<file path="src/rtl/alu_mdstep_seq.sv">
// Iterative unsigned 32x32 multiply / 32/32 restoring divide sequencer.
// Borrows the shared 33-bit ALU slice chain for one step per cycle.
module alu_mdstep_seq #(
  parameter int unsigned STEPS = 32
) (
  input  logic        clk,
  input  logic        reset_n,
  input  logic        start,
  input  logic        op,
  input  logic [31:0] opnd_x,
  input  logic [31:0] opnd_y,
  output logic        busy,
  output logic        done,
  output logic        div_zero,
  output logic [31:0] result_lo,
  output logic [31:0] result_hi,
  output logic        alu_own,
  output logic [31:0] alu_m,
  output logic [31:0] alu_a,
  output logic [3:0]  aluf,
  output logic        alumode,
  output logic        cin0,
  input  logic [32:0] alu
);

  localparam int unsigned W     = 32;
  localparam int unsigned CNT_W = (STEPS > 1) ? $clog2(STEPS) : 1;
  localparam logic [CNT_W-1:0] LAST_STEP = CNT_W'(STEPS - 1);

  localparam logic [3:0] F_PASS_M = 4'b0000;
  localparam logic [3:0] F_ADD    = 4'b1001;
  localparam logic [3:0] F_SUB    = 4'b0110;

  typedef enum logic [1:0] {
    IDLE = 2'd0,
    STEP = 2'd1,
    DONE = 2'd2
  } state_t;

  state_t           state_q, state_d;
  logic             op_q, op_d;
  logic [W-1:0]     p_q, p_d;
  logic [W-1:0]     q_q, q_d;
  logic [W-1:0]     d_q, d_d;
  logic [CNT_W-1:0] cnt_q, cnt_d;
  logic             busy_d, done_d, div_zero_d;
  logic [W-1:0]     result_lo_d, result_hi_d;
  logic [W-1:0]     rem;
  logic             cy;

  assign alu_own = busy;

  // State and datapath registers
  always_ff @(posedge clk) begin
    if (!reset_n) begin
      state_q   <= IDLE;
      op_q      <= 1'b0;
      p_q       <= '0;
      q_q       <= '0;
      d_q       <= '0;
      cnt_q     <= '0;
      busy      <= 1'b0;
      done      <= 1'b0;
      div_zero  <= 1'b0;
      result_lo <= '0;
      result_hi <= '0;
    end else begin
      state_q   <= state_d;
      op_q      <= op_d;
      p_q       <= p_d;
      q_q       <= q_d;
      d_q       <= d_d;
      cnt_q     <= cnt_d;
      busy      <= busy_d;
      done      <= done_d;
      div_zero  <= div_zero_d;
      result_lo <= result_lo_d;
      result_hi <= result_hi_d;
    end
  end

  // Next-state, step datapath and ALU drive
  always_comb begin
    state_d     = state_q;
    op_d        = op_q;
    p_d         = p_q;
    q_d         = q_q;
    d_d         = d_q;
    cnt_d       = cnt_q;
    busy_d      = 1'b0;
    done_d      = 1'b0;
    div_zero_d  = div_zero;
    result_lo_d = result_lo;
    result_hi_d = result_hi;
    alu_m       = '0;
    alu_a       = '0;
    aluf        = F_PASS_M;
    alumode     = 1'b0;
    cin0        = 1'b0;
    rem         = {p_q[W-2:0], q_q[W-1]};
    cy          = 1'b0;

    unique case (state_q)
      IDLE, DONE: begin
        state_d = IDLE;
        if (start) begin
          op_d       = op;
          p_d        = '0;
          q_d        = opnd_x;
          d_d        = opnd_y;
          cnt_d      = '0;
          div_zero_d = 1'b0;
          if (op && (opnd_y == '0)) begin
            state_d     = DONE;
            done_d      = 1'b1;
            div_zero_d  = 1'b1;
            result_lo_d = '1;
            result_hi_d = opnd_x;
          end else begin
            state_d = STEP;
            busy_d  = 1'b1;
          end
        end
      end

      STEP: begin
        alu_a = d_q;
        if (!op_q) begin
          // Shift-add multiply; a pass-through step carries nothing out
          alu_m = p_q;
          aluf  = q_q[0] ? F_ADD : F_PASS_M;
          cy    = q_q[0] & (alu[W] ^ alu_m[W-1] ^ alu_a[W-1]);
          p_d   = {cy, alu[W-1:1]};
          q_d   = {alu[0], q_q[W-1:1]};
        end else begin
          // Restoring divide: keep the difference only when no borrow
          alu_m = rem;
          aluf  = F_SUB;
          cin0  = 1'b1;
          cy    = alu[W] ^ alu_m[W-1] ^ ~alu_a[W-1];
          p_d   = cy ? alu[W-1:0] : rem;
          q_d   = {q_q[W-2:0], cy};
        end
        cnt_d = cnt_q + CNT_W'(1);
        if (cnt_q == LAST_STEP) begin
          state_d     = DONE;
          done_d      = 1'b1;
          result_hi_d = p_d;
          result_lo_d = q_d;
        end else begin
          busy_d = 1'b1;
        end
      end

      default: state_d = IDLE;
    endcase
  end

endmodule

</file>
<file path="config.mk">
export PLATFORM = sky130hd
export DESIGN_NAME = alu_mdstep_seq
export DESIGN_NICKNAME = d
export VERILOG_FILES = /design/src/rtl/alu_mdstep_seq.sv
export SDC_FILE = /design/constraint.sdc
export NUM_CORES = 1
export LEC_CHECK = 0
export ABC_AREA = 1
export CAP_MARGIN = 20
export CORE_UTILIZATION = 30
export CTS_CLUSTER_SIZE = 12
export DETAILED_ROUTE_END_ITERATION = 10
export PLACE_DENSITY_LB_ADDON = 0.2
export REMOVE_ABC_BUFFERS = 1
export SYNTH_ARGS = -nofsm -noshare
export SYNTH_HDL_FRONTEND = slang
export SYNTH_SLANG_ARGS = --single-unit
</file>
<file path="constraint.sdc">
create_clock -name clk -period 1.7 [get_ports clk]
set_clock_uncertainty 0.15 [all_clocks]
set_input_delay 0.17 -clock clk [delete_from_list [all_inputs] [get_ports clk]]
set_output_delay 0.17 -clock clk [all_outputs]
set_load 0.03 [all_outputs]
</file>
==> results.json <==
{
  "status": "finished, violations left",
  "violations": "setup timing",
  "p_sw_share_pct": 32.6,
  "htree_levels": 4,
  "crit_buf_inv": 5,
  "intPower_mw": 7.62,
  "first_global_vias": 10000,
  "final_hold_viol_count": 0,
  "synthToLayoutAreaGrowth_pct": 74.6,
  "synth_top_cell_by_area": "dfxtp_1",
  "ys_seq_area_share_pct": 38.5,
  "yosysWarnings": 0,
  "setup-violations-final": 182,
  "die_x_um": 174,
  "p_switching_mw": 3.69,
  "synth_area_leaders": "dfxtp_1 (38%), nand2_1 (17%), nor2_1 (9.1%)",
  "seq_power_share_pct": 38.2,
  "cts_made_buffers": 17,
  "drt-pass1-iter-count": 5,
  "path_delay_family": "buffers and inverters",
  "ys_seq_elements": 171,
  "multi_input_area_mm2": 0.00561,
  "grt_overflow_total": 0,
  "reg2regPathDepth": 14,
  "track_usage_pct": 24.1,
  "crit_path_end_kind": "primary output",
  "syn_inst": 1406,
  "synth_edf_count": 0,
  "die_y_um": 174,
  "clock.fmax_mhz": 486,
  "finalNonFillerCells": 2103,
  "rsz0062_at_grt": "yes",
  "clk_path_buf_depth": 2,
  "die-area_mm2": 0.0303,
  "cts_tree": "built",
  "synthFlopType": "dfxtp_1",
  "power_frac_comb_pct": 26.2,
  "yosysUniqueCellTypes": 29,
  "synth.top_cell.area_share_pct": 38.5,
  "hp-class": "in2reg",
  "wirelength_mm": 37.7,
  "drcViolationCount": 0,
  "layout-drive-gt1-share_pct": 27.1,
  "hpwl_mm": 21.8,
  "path_max_fanout": 8,
  "dpl.cell_count": 1996,
  "routed_via_density": 4.99,
  "peakVddDrop_uv": 639,
  "clk_latency_ns": 0.44,
  "cts.sinks": 171,
  "ctsRootBufferMaster": "clkbuf_16",
  "path_cells": "inv_2 > nor2_4 > buf_6 > nand2_8 > buf_12 > o22ai_4 > buf_6 > buf_12",
  "hold_path_depth": 3,
  "power_mw": 11.3,
  "holdPathEnd": "d_q[26]",
  "p_clk_share_pct": 35.6,
  "grt_antenna_before_repair": 0,
  "nNetsFinal": 1809,
  "slew_viol_final": 0,
  "post-route-min-period_ns": 2.06,
  "synthArstFlopShare_pct": 0,
  "arrival_ns": 1.74,
  "pwr_density_cell_mw_per_mm2": 728,
  "grt_max_degree": 47,
  "syn_avg_cell_area_um2": 6.33,
  "critPathKind": "reg2out",
  "cpMaxStageDelayCell": "dfxtp_2",
  "ff2ff_setup_slack_ns": -0.29,
  "wire_per_inst_um": 17.9,
  "grt_pass1_wl_mm": 56.8,
  "gp_congestion": 0.823,
  "period_share_pct": 121,
  "worstHoldStart": "opnd_y[26]",
  "port_buffers": 237,
  "dp_slack_ns": -0.369,
  "drv_cap": 0,
  "regToRegEndpoint": "result_hi[4]",
  "ioPinCount": 239,
  "cpPeakStageDelay_ns": 0.32,
  "syn_area_mm2": 0.00889,
  "start_util_pct": 30.7,
  "fillers": 2721,
  "num_vias": 10500,
  "insertedDiodeCount": 0,
  "worstSetupStartpointType": "flop",
  "setup_ws_ns": -0.356,
  "rows": 62,
  "path_clk_slew_ns": 0.08,
  "p_leak_nw": 6.96,
  "drtIter0Drc": 730,
  "core_mm2": 0.0289,
  "crit_required_ns": 1.38,
  "ff_latch_area_mm2": 0.00343,
  "r2r-start": "cnt_q[0]",
  "drtAntennaViolNets": 0
}
-- synth_stat cells (30+ instances only) --
library cell / count
nand2_1: 414
nor2_1: 215
dfxtp_1: 171
inv_1: 139
a21oi_1: 135
nand3_1: 65
clkbuf_1: 49
buf_2: 42
o21ai_0: 38
nand3b_1: 32
a22oi_1: 30
o22ai_1: 30
-- cell type report --
class,count,share of cell area (%)
inverter,147,3.83
clock inverter,14,0.983
sequential,171,22.1
timing repair inverter,1,0.105
multi-input combinational,986,36.1
timing repair buffer,382,30.9
tap,384,3.09
clock buffer,18,2.83
-- power groups by stage --
stage               logic, mW  clock network [mW]  registers, mW
CTS                      2.70                4.09           4.31
finish                   2.96                4.03           4.32
floorplan                1.04                   0           4.41
global placement         2.10                   0           4.39
detailed placement       2.10                   0           4.40
global route             3.16                4.26           4.34
-- stage by stage --
step           instance area (um^2)  hold WS (ns)  util, %  TNS, ns
2_1_floorplan                  8420         0.118        -  -310.06
3_3_place_gp                  12100         0.289     41.7   -25.48
3_5_place_dp                  12100         0.294     41.7   -27.63
4_1_cts                       14900         0.223     51.7   -34.30
5_1_grt                       15500         0.257     53.7   -46.44
6_report                      15500         0.240     53.7   -32.26
-- layout by cell type, fill, tap and decap left out, types with 3 or more instances in the layout --
cell             Yosys  final
nand2_1            414    394
dfxtp_1            171    166
nor2_1             215    155
inv_1              139    136
a21oi_1            135    101
clkdlybuf4s50_1      0     99
buf_6                3     82
dlygate4sd2_1        0     68
buf_12               0     48
nand3_1             65     47
nor2_4               2     43
buf_4                5     42
o21ai_0             38     36
a21oi_2              1     34
nand3b_1            32     32
nand3_2             11     27
o22ai_4              0     24
clkbuf_16            0     24
buf_16               0     22
nor2_2               2     21
a22oi_2              0     20
nand2_2              1     18
buf_8                0     11
a22oi_1             30     10
inv_6                0      7
o22ai_2              0      5
dfxtp_2              0      5
inv_2                8      4
inv_8                0      4
clkinv_8             0      3
clkinvlp_4           0      3
-- worst reg2reg max path, delay by kind of cell, from the launching register on --
kind	cells	cell delay [ns]
adders and majority gates	2	0.32
buffers and inverters	7	0.72
DFF	1	0.36
and+or+nand+nor	5	0.38
-- flip-flops by register name, summed over array words and instances (netlist names) --
| register | cells |
|---|---|
| d_q | 32 |
| p_q | 32 |
| q_q | 32 |
| result_hi | 32 |
| result_lo | 32 |
| cnt_q | 5 |
| state_q | 2 |
| alu_own | 1 |
| div_zero | 1 |
| done | 1 |
| op_q | 1 |
-- cells by family (layout without fill, tap and decap cells) --
group / count (synthesis) / count (layout) / share of synthesized area, %
compound gates: 240 / 240 / 15.0
other cells: 1 / 1 / 0.0422
flops: 171 / 171 / 38.5
simple gates: 743 / 743 / 34.7
buf+inv: 249 / 562 / 11.6
fa+ha+maj: 2 / 2 / 0.281
-- repair_timing --
item / 4_1_cts / 5_1_grt
gates resized for setup: 401 / 123
pin swaps: 61 / 58
cloned: 28 / 8
endpoints found under the hold margin: 7 / 0
buffers inserted: 34 / 19
setup endpoints to repair: 239 / 193
hold buffers: 1 / 0
-- layer usage --
metal  track usage, %  routed length, um
met2             40.8              17900
met5                0                  0
met3             5.40               2850
met1             30.2              16100
met4             7.97                908
-- how the worst max path moves through the flow --
| stage | from | to | slack (ns) | cells after the start |
|---|---|---|---|---|
| finish | state_q[0] | alu_m[20] | -0.36 | 8 |
| global route | state_q[0] | alu_m[20] | -0.43 | 8 |
| CTS | state_q[0] | alu_m[20] | -0.40 | 9 |
| detailed placement | alu[32] | result_hi[8] | -0.37 | 12 |
| global placement | alu[32] | result_hi[8] | -0.32 | 12 |
| floorplan | op_q | alu_m[31] | -2.13 | 4 |
No activity file was read; power rests on OpenSTA's default activity.
